<file path="src/rtl/demux32_buf_if.sv">
// Producer/consumer bundle for demux32_buf: one write port steered by choose,
// eight held output slots with per-slot valid/ack.
interface demux32_buf_if #(
    parameter int WIDTH = 32,
    parameter int NCH   = 8
);
    logic             in_valid;
    logic             in_ready;
    logic [2:0]       choose;
    logic [WIDTH-1:0] in_data;
    logic [NCH-1:0]   out_valid;
    logic [NCH-1:0]   out_ack;
    logic [WIDTH-1:0] out_data0;
    logic [WIDTH-1:0] out_data1;
    logic [WIDTH-1:0] out_data2;
    logic [WIDTH-1:0] out_data3;
    logic [WIDTH-1:0] out_data4;
    logic [WIDTH-1:0] out_data5;
    logic [WIDTH-1:0] out_data6;
    logic [WIDTH-1:0] out_data7;
    logic [3:0]       occupancy;

    // Producer and consumers together drive the block from this side.
    modport master (
        output in_valid, choose, in_data, out_ack,
        input  in_ready, out_valid, occupancy,
        input  out_data0, out_data1, out_data2, out_data3,
        input  out_data4, out_data5, out_data6, out_data7
    );

    modport slave (
        input  in_valid, choose, in_data, out_ack,
        output in_ready, out_valid, occupancy,
        output out_data0, out_data1, out_data2, out_data3,
        output out_data4, out_data5, out_data6, out_data7
    );
endinterface

</file>
<file path="src/rtl/demux32_buf.sv">
// 1-to-8 word demultiplexer with a registered holding slot per channel.
// Each slot is an EMPTY/FULL bit; a full slot acked this cycle may be refilled without a bubble.
module demux32_buf #(
    parameter int WIDTH = 32,
    parameter int NCH   = 8
) (
    input  logic          clk,
    input  logic          reset,
    demux32_buf_if.slave  bus
);
    logic [NCH-1:0]   r_valid;
    logic [WIDTH-1:0] r_data [NCH];
    logic [3:0]       r_occupancy;

    logic             w_in_ready;
    logic             w_accept;
    logic [NCH-1:0]   w_wr_en;
    logic [NCH-1:0]   w_valid_nxt;
    logic [3:0]       w_occ_nxt;

    always_comb begin
        // NOTE: every signal gets a value before any conditional logic, so no latch can be inferred.
        w_wr_en   = '0;
        w_occ_nxt = '0;

        // Only the addressed slot can stall the producer.
        w_in_ready = reset && (!r_valid[bus.choose] || bus.out_ack[bus.choose]);
        w_accept   = bus.in_valid && w_in_ready;

        for (int i = 0; i < NCH; i++) begin
            if (w_accept && (bus.choose == 3'(i))) begin
                w_wr_en[i] = 1'b1;
            end
        end

        // Acks on empty slots clear nothing; a same-cycle write wins over an ack.
        w_valid_nxt = (r_valid & ~bus.out_ack) | w_wr_en;

        for (int i = 0; i < NCH; i++) begin
            w_occ_nxt = w_occ_nxt + 4'(w_valid_nxt[i]);
        end
    end

    // NOTE: sequential state uses non-blocking assignments so all registers update from the same pre-edge values.
    always_ff @(posedge clk) begin
        if (!reset) begin
            r_valid     <= '0;
            r_occupancy <= '0;
            // NOTE: slot storage is cleared on reset because held words are directly visible on out_dataN.
            for (int i = 0; i < NCH; i++) begin
                r_data[i] <= '0;
            end
        end else begin
            r_valid     <= w_valid_nxt;
            r_occupancy <= w_occ_nxt;
            for (int i = 0; i < NCH; i++) begin
                if (w_wr_en[i]) begin
                    r_data[i] <= bus.in_data;
                end
            end
        end
    end

    assign bus.in_ready  = w_in_ready;
    assign bus.out_valid = r_valid;
    assign bus.occupancy = r_occupancy;
    assign bus.out_data0 = r_data[0];
    assign bus.out_data1 = r_data[1];
    assign bus.out_data2 = r_data[2];
    assign bus.out_data3 = r_data[3];
    assign bus.out_data4 = r_data[4];
    assign bus.out_data5 = r_data[5];
    assign bus.out_data6 = r_data[6];
    assign bus.out_data7 = r_data[7];
endmodule

</file>
<file path="src/flat_wrapper.sv">
// flat-port wrapper written by rule: the top's interface ports become plain ports
module demux32_buf_flat 
#(
    parameter int WIDTH = 32,
    parameter int NCH   = 8
)
  (clk, reset, bus_in_valid, bus_choose, bus_in_data, bus_out_ack, bus_in_ready, bus_out_valid, bus_occupancy, bus_out_data0, bus_out_data1, bus_out_data2, bus_out_data3, bus_out_data4, bus_out_data5, bus_out_data6, bus_out_data7);
  demux32_buf_if #(.WIDTH(WIDTH), .NCH(NCH)) bus_i ();
  input  logic clk;
  input  logic reset;
  input wire logic [$bits(bus_i.in_valid)-1:0] bus_in_valid;
  input wire logic [$bits(bus_i.choose)-1:0] bus_choose;
  input wire logic [$bits(bus_i.in_data)-1:0] bus_in_data;
  input wire logic [$bits(bus_i.out_ack)-1:0] bus_out_ack;
  output wire logic [$bits(bus_i.in_ready)-1:0] bus_in_ready;
  output wire logic [$bits(bus_i.out_valid)-1:0] bus_out_valid;
  output wire logic [$bits(bus_i.occupancy)-1:0] bus_occupancy;
  output wire logic [$bits(bus_i.out_data0)-1:0] bus_out_data0;
  output wire logic [$bits(bus_i.out_data1)-1:0] bus_out_data1;
  output wire logic [$bits(bus_i.out_data2)-1:0] bus_out_data2;
  output wire logic [$bits(bus_i.out_data3)-1:0] bus_out_data3;
  output wire logic [$bits(bus_i.out_data4)-1:0] bus_out_data4;
  output wire logic [$bits(bus_i.out_data5)-1:0] bus_out_data5;
  output wire logic [$bits(bus_i.out_data6)-1:0] bus_out_data6;
  output wire logic [$bits(bus_i.out_data7)-1:0] bus_out_data7;
  assign bus_i.in_valid = bus_in_valid;
  assign bus_i.choose = bus_choose;
  assign bus_i.in_data = bus_in_data;
  assign bus_i.out_ack = bus_out_ack;
  assign bus_in_ready = bus_i.in_ready;
  assign bus_out_valid = bus_i.out_valid;
  assign bus_occupancy = bus_i.occupancy;
  assign bus_out_data0 = bus_i.out_data0;
  assign bus_out_data1 = bus_i.out_data1;
  assign bus_out_data2 = bus_i.out_data2;
  assign bus_out_data3 = bus_i.out_data3;
  assign bus_out_data4 = bus_i.out_data4;
  assign bus_out_data5 = bus_i.out_data5;
  assign bus_out_data6 = bus_i.out_data6;
  assign bus_out_data7 = bus_i.out_data7;
  demux32_buf #(.WIDTH(WIDTH), .NCH(NCH)) u_core (.clk(clk), .reset(reset), .bus(bus_i));
endmodule
</file>
<file path="config.mk">
export PLATFORM = sky130hd
export DESIGN_NAME = demux32_buf_flat
export DESIGN_NICKNAME = d
export VERILOG_FILES = /design/src/rtl/demux32_buf_if.sv /design/src/rtl/demux32_buf.sv /design/src/flat_wrapper.sv
export SDC_FILE = /design/constraint.sdc
export NUM_CORES = 1
export LEC_CHECK = 0
export ABC_CLOCK_PERIOD_IN_PS = 10250
export CORE_UTILIZATION = 50
export DETAILED_ROUTE_END_ITERATION = 12
export HOLD_SLACK_MARGIN = 0.08
export PLACE_DENSITY = 0.86
export SLEW_MARGIN = 20
export SYNTH_ARGS = -nofsm -noshare
export SYNTH_HDL_FRONTEND = slang
export SYNTH_SLANG_ARGS = --single-unit
</file>
<file path="constraint.sdc">
create_clock -name clk -period 10.25 [get_ports clk]
set_input_delay 1.5375 -clock clk [delete_from_list [all_inputs] [get_ports clk]]
set_output_delay 1.5375 -clock clk [all_outputs]
set_load 0.01 [all_outputs]
</file>
==> results of run 1 <==
-- metal layers --
metal | share of wire, % | wire length, um | GRT usage, % | vias up
met5 | 0 | 0 | 0 | -
met4 | 4.5 | 1190 | 12.5 | 0
met3 | 7.9 | 2090 | 5.94 | 75
met2 | 51 | 13600 | 45.3 | 333
met1 | 36 | 9580 | 30.7 | 3041
li1 | - | - | - | 2803
-- path summary, 6_finish.rpt --
kind / slack [ps] / start / cells past startpoint / endpoint
max reg2reg: 5960 / u_core.bus.out_valid[0] / 11 / u_core.bus.occupancy[1]
min reg2reg: 520 / u_core.bus.out_valid[5] / 2 / u_core.bus.out_valid[5]
min: 520 / u_core.bus.out_valid[5] / 2 / u_core.bus.out_valid[5]
max: 4620 / bus_choose[0] / 11 / u_core.bus.occupancy[1]
-- cells by family (layout without fill, tap and decap cells) --
kind of cell	after synthesis	in the layout	synth area share [%]
and+or+nand+nor	266	266	12.4
xor gates and xnor gates	1	1	0.0896
adders and majority gates	7	7	1.20
AOI/OAI and AO/OA	19	19	1.22
muxes	2	2	0.460
DFF	268	268	81.0
buffers and inverters	71	406	3.57
-- worst min-delay path: stages (launching register included) --
cell      delay, ps
dfxtp_1         310
nand2b_1        100
a21oi_1          70
-- cell usage after synthesis (all sizes together), types with 2 or more instances --
library cell / n
edfxtp: 256
nor2: 200
nand2: 41
inv: 39
buf: 16
clkbuf: 16
dfxtp: 12
nor2b: 10
a21oi: 6
nand2b: 5
fa: 4
ha: 3
o21ai: 3
a21o: 2
a31oi: 2
mux4: 2
o21a: 2
or4: 2
-- cell type report --
class,count,area share [%]
multi-input combinational,295,11.1
sequential,268,56.7
clock inverter,20,1.26
tap,260,2.33
clock buffer,28,4.86
inverter,39,1.05
timing repair buffer,319,22.7
-- state kept, by name, indices dropped and copies added, names as in the netlist --
register	flops
u_core.bus.occupancy	4
u_core.bus.out_valid	8
u_core.r_data	256
-- power by group through the flow --
| stage | clock network, uW | registers, uW | logic (uW) |
|---|---|---|---|
| 3_5_place_dp | 0 | 1330 | 300 |
| 2_1_floorplan | 0 | 1370 | 54.9 |
| 6_report | 949 | 1300 | 298 |
| 5_1_grt | 997 | 1310 | 313 |
| 4_1_cts | 957 | 1310 | 301 |
| 3_3_place_gp | 0 | 1320 | 294 |
-- metrics by stage --
| step | instances | total power [uW] | util [%] | setup slack, ps |
|---|---|---|---|---|
| global route | 1229 | 2620 | 73.7 | 4380 |
| global placement | 1181 | 1620 | 69.2 | 4190 |
| finish | 1229 | 2550 | 73.7 | 4620 |
| detailed placement | 1181 | 1630 | 69.2 | 4100 |
| CTS | 1229 | 2560 | 73.7 | 4640 |
| floorplan | 634 | 1420 | - | 5330 |
-- layout by cell type, fill, tap and decap left out, drive strengths merged, types with 2 or more instances in the layout --
master and count:
nor2b 10, a21oi 6, clkinvlp 2, nand2 41, buf 6, a31oi 2
mux4 2, a21o 2, nor2 200, or4 2, nand2b 5, ha 3
o21a 2, clkdlybuf4s50 313, edfxtp 256, clkinv 14, fa 4, clkbuf 28
dfxtp 12, bufinv 3, o21ai 3, inv 40
==> report_table.html, run 1 <==
<table>
<tr><th>Metric</th><th>Value</th></tr>
<tr><th colspan="2">Synthesis</th></tr>
<tr><td>Count of synthesis-stage warnings from yosys</td><td>0</td></tr>
<tr><td>Post-synthesis sequential area ratio</td><td>81.0%</td></tr>
<tr><td>Number of enable flip-flop cells after synthesis</td><td>approximately 260</td></tr>
<tr><td>Post-Syn Area</td><td>between 9000 and 10000 um2</td></tr>
<tr><td>Top cell type by total area after synthesis</td><td>edfxtp_1</td></tr>
<tr><td>Mean Syn Cell Area</td><td>about 15 um2</td></tr>
<tr><td>Synth async-reset ratio</td><td>0%</td></tr>
<tr><td>Cells after Synth</td><td>~630</td></tr>
<tr><td>Post-synth top area share</td><td>about four fifths</td></tr>
<tr><td>Flip-flop and latch count after synthesis</td><td>about 270</td></tr>
<tr><td>Number of different library cells in the post-synthesis netlist</td><td>33</td></tr>
<tr><td>Synth area leaders</td><td>edfxtp_1, nor2_1, nor2_2</td></tr>
<tr><td>Net count after synthesis</td><td>around 690</td></tr>
<tr><td>Top_reg_cell synth</td><td>edfxtp_1</td></tr>
<tr><th colspan="2">Cells and area</th></tr>
<tr><td>Register area</td><td>between 7000 and 8000 um2</td></tr>
<tr><td>Area growth from synthesis to layout</td><td>42.9%</td></tr>
<tr><td>Filler Cell Count</td><td>~1200</td></tr>
<tr><td>Multi-input gate area in the final layout</td><td>~1500 um2</td></tr>
<tr><td>Number of nets in the finished design</td><td>about 1000</td></tr>
<tr><td>Antenna cells</td><td>0</td></tr>
<tr><td>Fraction of layout instances using a drive strength above 1</td><td>a little under an eighth</td></tr>
<tr><td>Summed area of non-filler cells in the final layout</td><td>roughly 14000 um2</td></tr>
<tr><th colspan="2">Critical path</th></tr>
<tr><td>Type of the worst setup path</td><td>input pin to flip-flop</td></tr>
<tr><td>Cell breakdown of the critical path</td><td>clkdlybuf4s50_1, or4_2, o21ai_0, ha_1, fa_1, inv_1, fa_1, fa_1, inv_1, fa_1, and2_1</td></tr>
<tr><td>Maximum fanout along the worst path</td><td>35</td></tr>
<tr><td>Worst Path Arrival</td><td>6030 ps</td></tr>
<tr><td>Worst-path cell with the longest stage delay</td><td>or4_2</td></tr>
<tr><td>Sum of buffers and inverters on the critical path</td><td>3</td></tr>
<tr><td>Critical path's most frequent cell</td><td>fa_1</td></tr>
<tr><td>Required time of the critical path</td><td>10660 ps</td></tr>
<tr><td>Worst setup SP type</td><td>input pin</td></tr>
<tr><td>Top delay family on crit path</td><td>adder cells</td></tr>
<tr><td>CP max stage delay</td><td>~1200 ps</td></tr>
<tr><td>Capturing element type of the critical path</td><td>flip-flop</td></tr>
<tr><th colspan="2">Die</th></tr>
<tr><td>Die Y</td><td>between 100 and 150 um</td></tr>
<tr><td>Die area</td><td>between 20000 and 25000 um2</td></tr>
<tr><td>I/O pin cnt</td><td>around 320</td></tr>
<tr><td>Floorplan row count</td><td>50</td></tr>
<tr><td>Width of the chip</td><td>roughly 140 um</td></tr>
<tr><td>Initial core utilization</td><td>between 50% and 60%</td></tr>
<tr><td>Core area</td><td>19000 um2</td></tr>
<tr><th colspan="2">Clocking</th></tr>
<tr><td>Number of buffers created by CTS</td><td>26</td></tr>
<tr><td>H-tree depth</td><td>1</td></tr>
<tr><td>Total of hold buffers inserted after clock tree synthesis</td><td>0</td></tr>
<tr><td>Count of clock tree sinks</td><td>approximately 270</td></tr>
<tr><td>Post-CTS setup buffer count</td><td>0</td></tr>
<tr><td>Post-cts gate resize count</td><td>0</td></tr>
<tr><td>Clk pin slew, worst setup/hold paths</td><td>around 60 ps</td></tr>
<tr><td>CTS max path bufs</td><td>3</td></tr>
<tr><td>Insertion delay to the later sink of the worst-skew pair</td><td>between 500 and 600 ps</td></tr>
<tr><td>Clock root cell</td><td>clkbuf_16</td></tr>
<tr><td>CTS tree</td><td>done</td></tr>
<tr><th colspan="2">Drt</th></tr>
<tr><td>DRT Pass-1 Iters</td><td>5</td></tr>
<tr><td>Post-detailed-route DRC marker count</td><td>0</td></tr>
<tr><td>Wirelength per Cell</td><td>between 20 and 25 um</td></tr>
<tr><td>Number of design-rule violations left by the first detailed-router iteration</td><td>460</td></tr>
<tr><td>Sum of routed wire length over all layers</td><td>approximately 26 mm</td></tr>
<tr><td>Via-per-instance ratio</td><td>5.09</td></tr>
<tr><td>ANT nets after route</td><td>0</td></tr>
<tr><td>Via Count</td><td>6252</td></tr>
<tr><th colspan="2">Pwr</th></tr>
<tr><td>Combinational Power Share</td><td>11.7%</td></tr>
<tr><td>Cell internal pwr</td><td>1980 uW</td></tr>
<tr><td>Fraction of power consumed by the clock network</td><td>between 30% and 40%</td></tr>
<tr><td>Relative contribution of sequential cells to total power</td><td>between 50% and 60%</td></tr>
<tr><td>LEAKAGE</td><td>0.00502 uW</td></tr>
<tr><td>Pwr/cell area</td><td>~180 nW/um2</td></tr>
<tr><td>Switching share of power</td><td>22.3%</td></tr>
<tr><td>Sw power</td><td>around 570 uW</td></tr>
<tr><td>Peak supply drop</td><td>about 0.13 mV</td></tr>
<tr><th colspan="2">Global route</th></tr>
<tr><td>Antenna violations before repair</td><td>0</td></tr>
<tr><td>Largest net degree at the start of global routing</td><td>between 50 and 60</td></tr>
<tr><td>Global router's overall resource usage</td><td>a little over a quarter</td></tr>
<tr><td>Vias in the first global route</td><td>~6300</td></tr>
<tr><td>First-pass GRT wire length</td><td>around 38 mm</td></tr>
<tr><td>Sum of overflow across all layers after global routing</td><td>0</td></tr>
<tr><th colspan="2">Timing</th></tr>
<tr><td>Sum of negative setup slack</td><td>0 ps</td></tr>
<tr><td>Minimum period implied by the final worst setup slack</td><td>roughly 5600 ps</td></tr>
<tr><td>Final worst-path cycle share</td><td>54.9%</td></tr>
<tr><td>Tightest hold margin</td><td>525 ps</td></tr>
<tr><td>Max-slew violation count</td><td>0</td></tr>
<tr><td>Finish-stage setup viols</td><td>0</td></tr>
<tr><td>Max Clock Freq</td><td>between 150 and 200 MHz</td></tr>
<tr><td>Slew HR</td><td>between 30% and 40%</td></tr>
<tr><td>RSZ-0062 raised after global routing</td><td>no</td></tr>
<tr><td>Transition time at the pin with the least slew margin</td><td>just over 900 ps</td></tr>
<tr><td>Fin Clk Skew</td><td>14.2 ps</td></tr>
<tr><td>Count of endpoints failing hold in the final timing report</td><td>0</td></tr>
<tr><th colspan="2">Placement</th></tr>
<tr><td>Total of buffers placed on input and output ports</td><td>approximately 310</td></tr>
<tr><td>Final RePlAce weighted congestion</td><td>a little over 0.8</td></tr>
<tr><td>Area after detailed placement</td><td>13100 um2</td></tr>
<tr><td>Estimated wirelength of the detail-placed design</td><td>~18 mm</td></tr>
<tr><th colspan="2">Outcome</th></tr>
<tr><td>Result of the run</td><td>complete, no violations</td></tr>
<tr><th colspan="2">Min path</th></tr>
<tr><td>Tightest Hold Check Type</td><td>flip-flop to flip-flop</td></tr>
<tr><th colspan="2">Flow run</th></tr>
<tr><td>Max-cap violation count</td><td>0</td></tr>
</table>
Power figures use the tool's default switching activity.
==> run 2: changes to the inputs <==
Settings changed: ABC_CLOCK_PERIOD_IN_PS 10250 to 5100, CORE_UTILIZATION 50 to 42, PLACE_DENSITY 0.86 to 0.77.
Clock period 10.25 ns to 5.1 ns, I/O delays scaled along.
==> run 2 against run 1 <==
  * Via count rose by 0.70%
  * Clock power increased by 120%
  * Register-to-register slack got worse by 4600 ps
  * Cell count is 2.6% higher
  * Wire length up 1.5%
  * First-iteration DRC count decreased by 9.3%
  * Combinational power is 100% higher
  * Global-route usage down 3.4 points
  * Non-clock buffer count rose by 5
  * Flip-flop and latch count is the same
  * Critical path depth increased by 1
  * Critical path type unchanged
  * Highest routed layer unchanged
==> report_table.html, run 2 (synthesis results as in run 1) <==
<table>
<tr><th>Metric</th><th>Value</th></tr>
<tr><th colspan="2">Outcome</th></tr>
<tr><td>Result of the run</td><td>complete, no violations</td></tr>
<tr><th colspan="2">Drt</th></tr>
<tr><td>Number of design-rule violations left by the first detailed-router iteration</td><td>417</td></tr>
<tr><td>DRT Pass-1 Iters</td><td>4</td></tr>
<tr><td>ANT nets after route</td><td>0</td></tr>
<tr><td>Via-per-instance ratio</td><td>about 5.0</td></tr>
<tr><td>Post-detailed-route DRC marker count</td><td>0</td></tr>
<tr><td>Wirelength per Cell</td><td>~21 um</td></tr>
<tr><td>Via Count</td><td>between 6000 and 7000</td></tr>
<tr><td>Sum of routed wire length over all layers</td><td>between 20 and 30 mm</td></tr>
<tr><th colspan="2">Clocking</th></tr>
<tr><td>Clock root cell</td><td>clkbuf_16</td></tr>
<tr><td>Count of clock tree sinks</td><td>268</td></tr>
<tr><td>Number of buffers created by CTS</td><td>27</td></tr>
<tr><td>Total of hold buffers inserted after clock tree synthesis</td><td>0</td></tr>
<tr><td>Insertion delay to the later sink of the worst-skew pair</td><td>between 500 and 600 ps</td></tr>
<tr><td>Post-CTS setup buffer count</td><td>0</td></tr>
<tr><td>Clk pin slew, worst setup/hold paths</td><td>around 70 ps</td></tr>
<tr><td>H-tree depth</td><td>1</td></tr>
<tr><td>Post-cts gate resize count</td><td>0</td></tr>
<tr><td>CTS tree</td><td>done</td></tr>
<tr><td>CTS max path bufs</td><td>3</td></tr>
<tr><th colspan="2">Critical path</th></tr>
<tr><td>Destination of the worst register-to-register timing path</td><td>u_core.bus.occupancy[1]</td></tr>
<tr><td>Worst Path Arrival</td><td>roughly 4700 ps</td></tr>
<tr><td>FF-to-FF Start</td><td>u_core.bus.out_valid[0]</td></tr>
<tr><td>Critical path's most frequent cell</td><td>fa_1</td></tr>
<tr><td>Type of the worst setup path</td><td>input pin to flip-flop</td></tr>
<tr><td>Reg2reg setup slack</td><td>roughly 1400 ps</td></tr>
<tr><td>CP max stage delay</td><td>roughly 570 ps</td></tr>
<tr><td>Capturing element type of the critical path</td><td>flip-flop</td></tr>
<tr><td>Worst-path cell with the longest stage delay</td><td>or4_2</td></tr>
<tr><td>Cell breakdown of the critical path</td><td>clkdlybuf4s50_1, nand2b_1, or4_2, o21ai_0, ha_1, fa_1, inv_1, fa_1, fa_1, inv_1, fa_1, and2_1</td></tr>
<tr><td>Required time of the critical path</td><td>between 5000 and 6000 ps</td></tr>
<tr><td>Maximum fanout along the worst path</td><td>8</td></tr>
<tr><td>Worst setup SP type</td><td>input pin</td></tr>
<tr><td>Number of cells on the worst reg-to-reg path</td><td>11</td></tr>
<tr><th colspan="2">Cells and area</th></tr>
<tr><td>Register with the most flip-flops</td><td>u_core.r_data</td></tr>
<tr><td>Filler Cell Count</td><td>approximately 1700</td></tr>
<tr><td>Non-filler cells, final</td><td>around 1300</td></tr>
<tr><td>Area growth from synthesis to layout</td><td>44.5%</td></tr>
<tr><td>Number of nets in the finished design</td><td>about 1000</td></tr>
<tr><td>Most common library cell in the layout ignoring fill and taps</td><td>clkdlybuf4s50_1</td></tr>
<tr><td>Antenna cells</td><td>0</td></tr>
<tr><td>Most frequent cells in the layout</td><td>clkdlybuf4s50_1, edfxtp_1, nor2_1</td></tr>
<tr><td>Max FFs per register</td><td>approximately 260</td></tr>
<tr><td>Summed area of non-filler cells in the final layout</td><td>14100 um2</td></tr>
<tr><td>Fraction of layout instances using a drive strength above 1</td><td>roughly 13%</td></tr>
<tr><th colspan="2">Die</th></tr>
<tr><td>Initial core utilization</td><td>between 40 and 50%</td></tr>
<tr><td>Width of the chip</td><td>around 150 um</td></tr>
<tr><td>Die Y</td><td>between 150 and 200 um</td></tr>
<tr><td>Floorplan row count</td><td>55</td></tr>
<tr><td>Core area</td><td>about 23000 um2</td></tr>
<tr><td>I/O pin cnt</td><td>approximately 320</td></tr>
<tr><td>Die area</td><td>about 24000 um2</td></tr>
<tr><th colspan="2">Placement</th></tr>
<tr><td>Total of buffers placed on input and output ports</td><td>between 300 and 400</td></tr>
<tr><td>Estimated wirelength of the detail-placed design</td><td>17.4 mm</td></tr>
<tr><td>Final RePlAce weighted congestion</td><td>around 0.9</td></tr>
<tr><td>Number of placed cells counting well taps</td><td>between 1000 and 1500</td></tr>
<tr><td>Area after detailed placement</td><td>between 10000 and 15000 um2</td></tr>
<tr><th colspan="2">Global route</th></tr>
<tr><td>Sum of overflow across all layers after global routing</td><td>0</td></tr>
<tr><td>Global router's overall resource usage</td><td>a little under a quarter</td></tr>
<tr><td>Antenna violations before repair</td><td>0</td></tr>
<tr><td>First-pass GRT wire length</td><td>40.0 mm</td></tr>
<tr><td>Largest net degree at the start of global routing</td><td>36</td></tr>
<tr><td>Vias in the first global route</td><td>around 6600</td></tr>
<tr><th colspan="2">Timing</th></tr>
<tr><td>Minimum period implied by the final worst setup slack</td><td>around 4200 ps</td></tr>
<tr><td>Final worst-path cycle share</td><td>just over 80%</td></tr>
<tr><td>Count of endpoints failing hold in the final timing report</td><td>0</td></tr>
<tr><td>Fin Clk Skew</td><td>approximately 27 ps</td></tr>
<tr><td>RSZ-0062 raised after global routing</td><td>no</td></tr>
<tr><td>Transition time at the pin with the least slew margin</td><td>~950 ps</td></tr>
<tr><td>Max Clock Freq</td><td>about 240 MHz</td></tr>
<tr><td>Slew HR</td><td>between 30 and 40%</td></tr>
<tr><td>Finish-stage setup viols</td><td>0</td></tr>
<tr><td>Sum of negative setup slack</td><td>0 ps</td></tr>
<tr><td>Max-slew violation count</td><td>0</td></tr>
<tr><th colspan="2">Pwr</th></tr>
<tr><td>Peak supply drop</td><td>roughly 0.16 mV</td></tr>
<tr><td>LEAKAGE</td><td>between 0.005 and 0.006 uW</td></tr>
<tr><td>Pwr/cell area</td><td>roughly 380 nW/um2</td></tr>
<tr><th colspan="2">Min path</th></tr>
<tr><td>Worst hold path stage count</td><td>2</td></tr>
<tr><td>Hold Path Sink</td><td>u_core.bus.out_valid[5]</td></tr>
<tr><td>Tightest Hold Check Type</td><td>flip-flop to flip-flop</td></tr>
<tr><td>Hold Path Origin</td><td>u_core.bus.out_valid[5]</td></tr>
<tr><th colspan="2">Flow run</th></tr>
<tr><td>Max-cap violation count</td><td>0</td></tr>
</table>
[run 2: cell count changes in the layout (fill, tap and decap cells not counted)]
cell	delta
clkinv_1	-9
clkbuf_1	+8
buf_4	+5
clkbuf_8	+1
clkinv_2	-4
bufinv_16	+2
inv_6	+2
clkinv_4	+2
[run 2: worst max-delay path by stage]
stage / startpoint / to / slack, ps / depth (start not counted)
6_report: bus_choose[2] / u_core.bus.occupancy[1] / 890 / 12
5_1_grt: bus_choose[2] / u_core.bus.occupancy[1] / 750 / 12
4_1_cts: bus_choose[2] / u_core.bus.occupancy[1] / 910 / 12
3_5_place_dp: bus_choose[2] / u_core.bus.occupancy[1] / 350 / 12
3_3_place_gp: bus_choose[2] / u_core.bus.occupancy[1] / 420 / 12
2_1_floorplan: bus_choose[0] / u_core.bus.occupancy[1] / 950 / 12
[run 2: cell type report]
cell class                 instances  area [um2]  area share (%)
timing repair buffer             324        3210            22.7
clock inverter                    13         218            1.54
clock buffer                      37         723            5.12
sequential                       268        7930            56.1
inverter                          39         146            1.04
multi-input combinational        295        1550            11.0
tap                              285         357            2.52
[run 2: power breakdown]
part	leakage [uW]	total [uW]	internal [uW]	switching, uW
sequential	0.00258	2620	2570	46.6
clock	0.000447	2080	1260	826
combinational	0.00205	602	298	303
total	0.00507	5310	4130	1180
[run 2: metal layers]
| layer | vias up | wire length (um) | GRT usage, % |
|---|---|---|---|
| met2 | 347 | 13700 | 40.2 |
| li1 | 2823 | - | - |
| met5 | - | 0 | 0 |
| met4 | 0 | 831 | 7.97 |
| met3 | 48 | 2170 | 4.74 |
| met1 | 3078 | 10100 | 27.2 |
[run 2: critical path: cells and delay by family]
kind,cells,cell delay [ps]
adder cells (fa/ha/maj),5,2050
AND/OR/NAND/NOR,3,970
buffers and inverters,3,670
AO/OA/AOI/OAI,1,200
[run 2: through the flow]
stage,setup slack [ps],hold WS [ps],power (uW),util [%]
2_1_floorplan,952,522,2860,-
4_1_cts,915,530,5340,62.2
5_1_grt,747,610,5460,62.2
6_report,889,530,5310,62.2
3_3_place_gp,421,530,3260,58.1
3_5_place_dp,346,519,3270,58.1
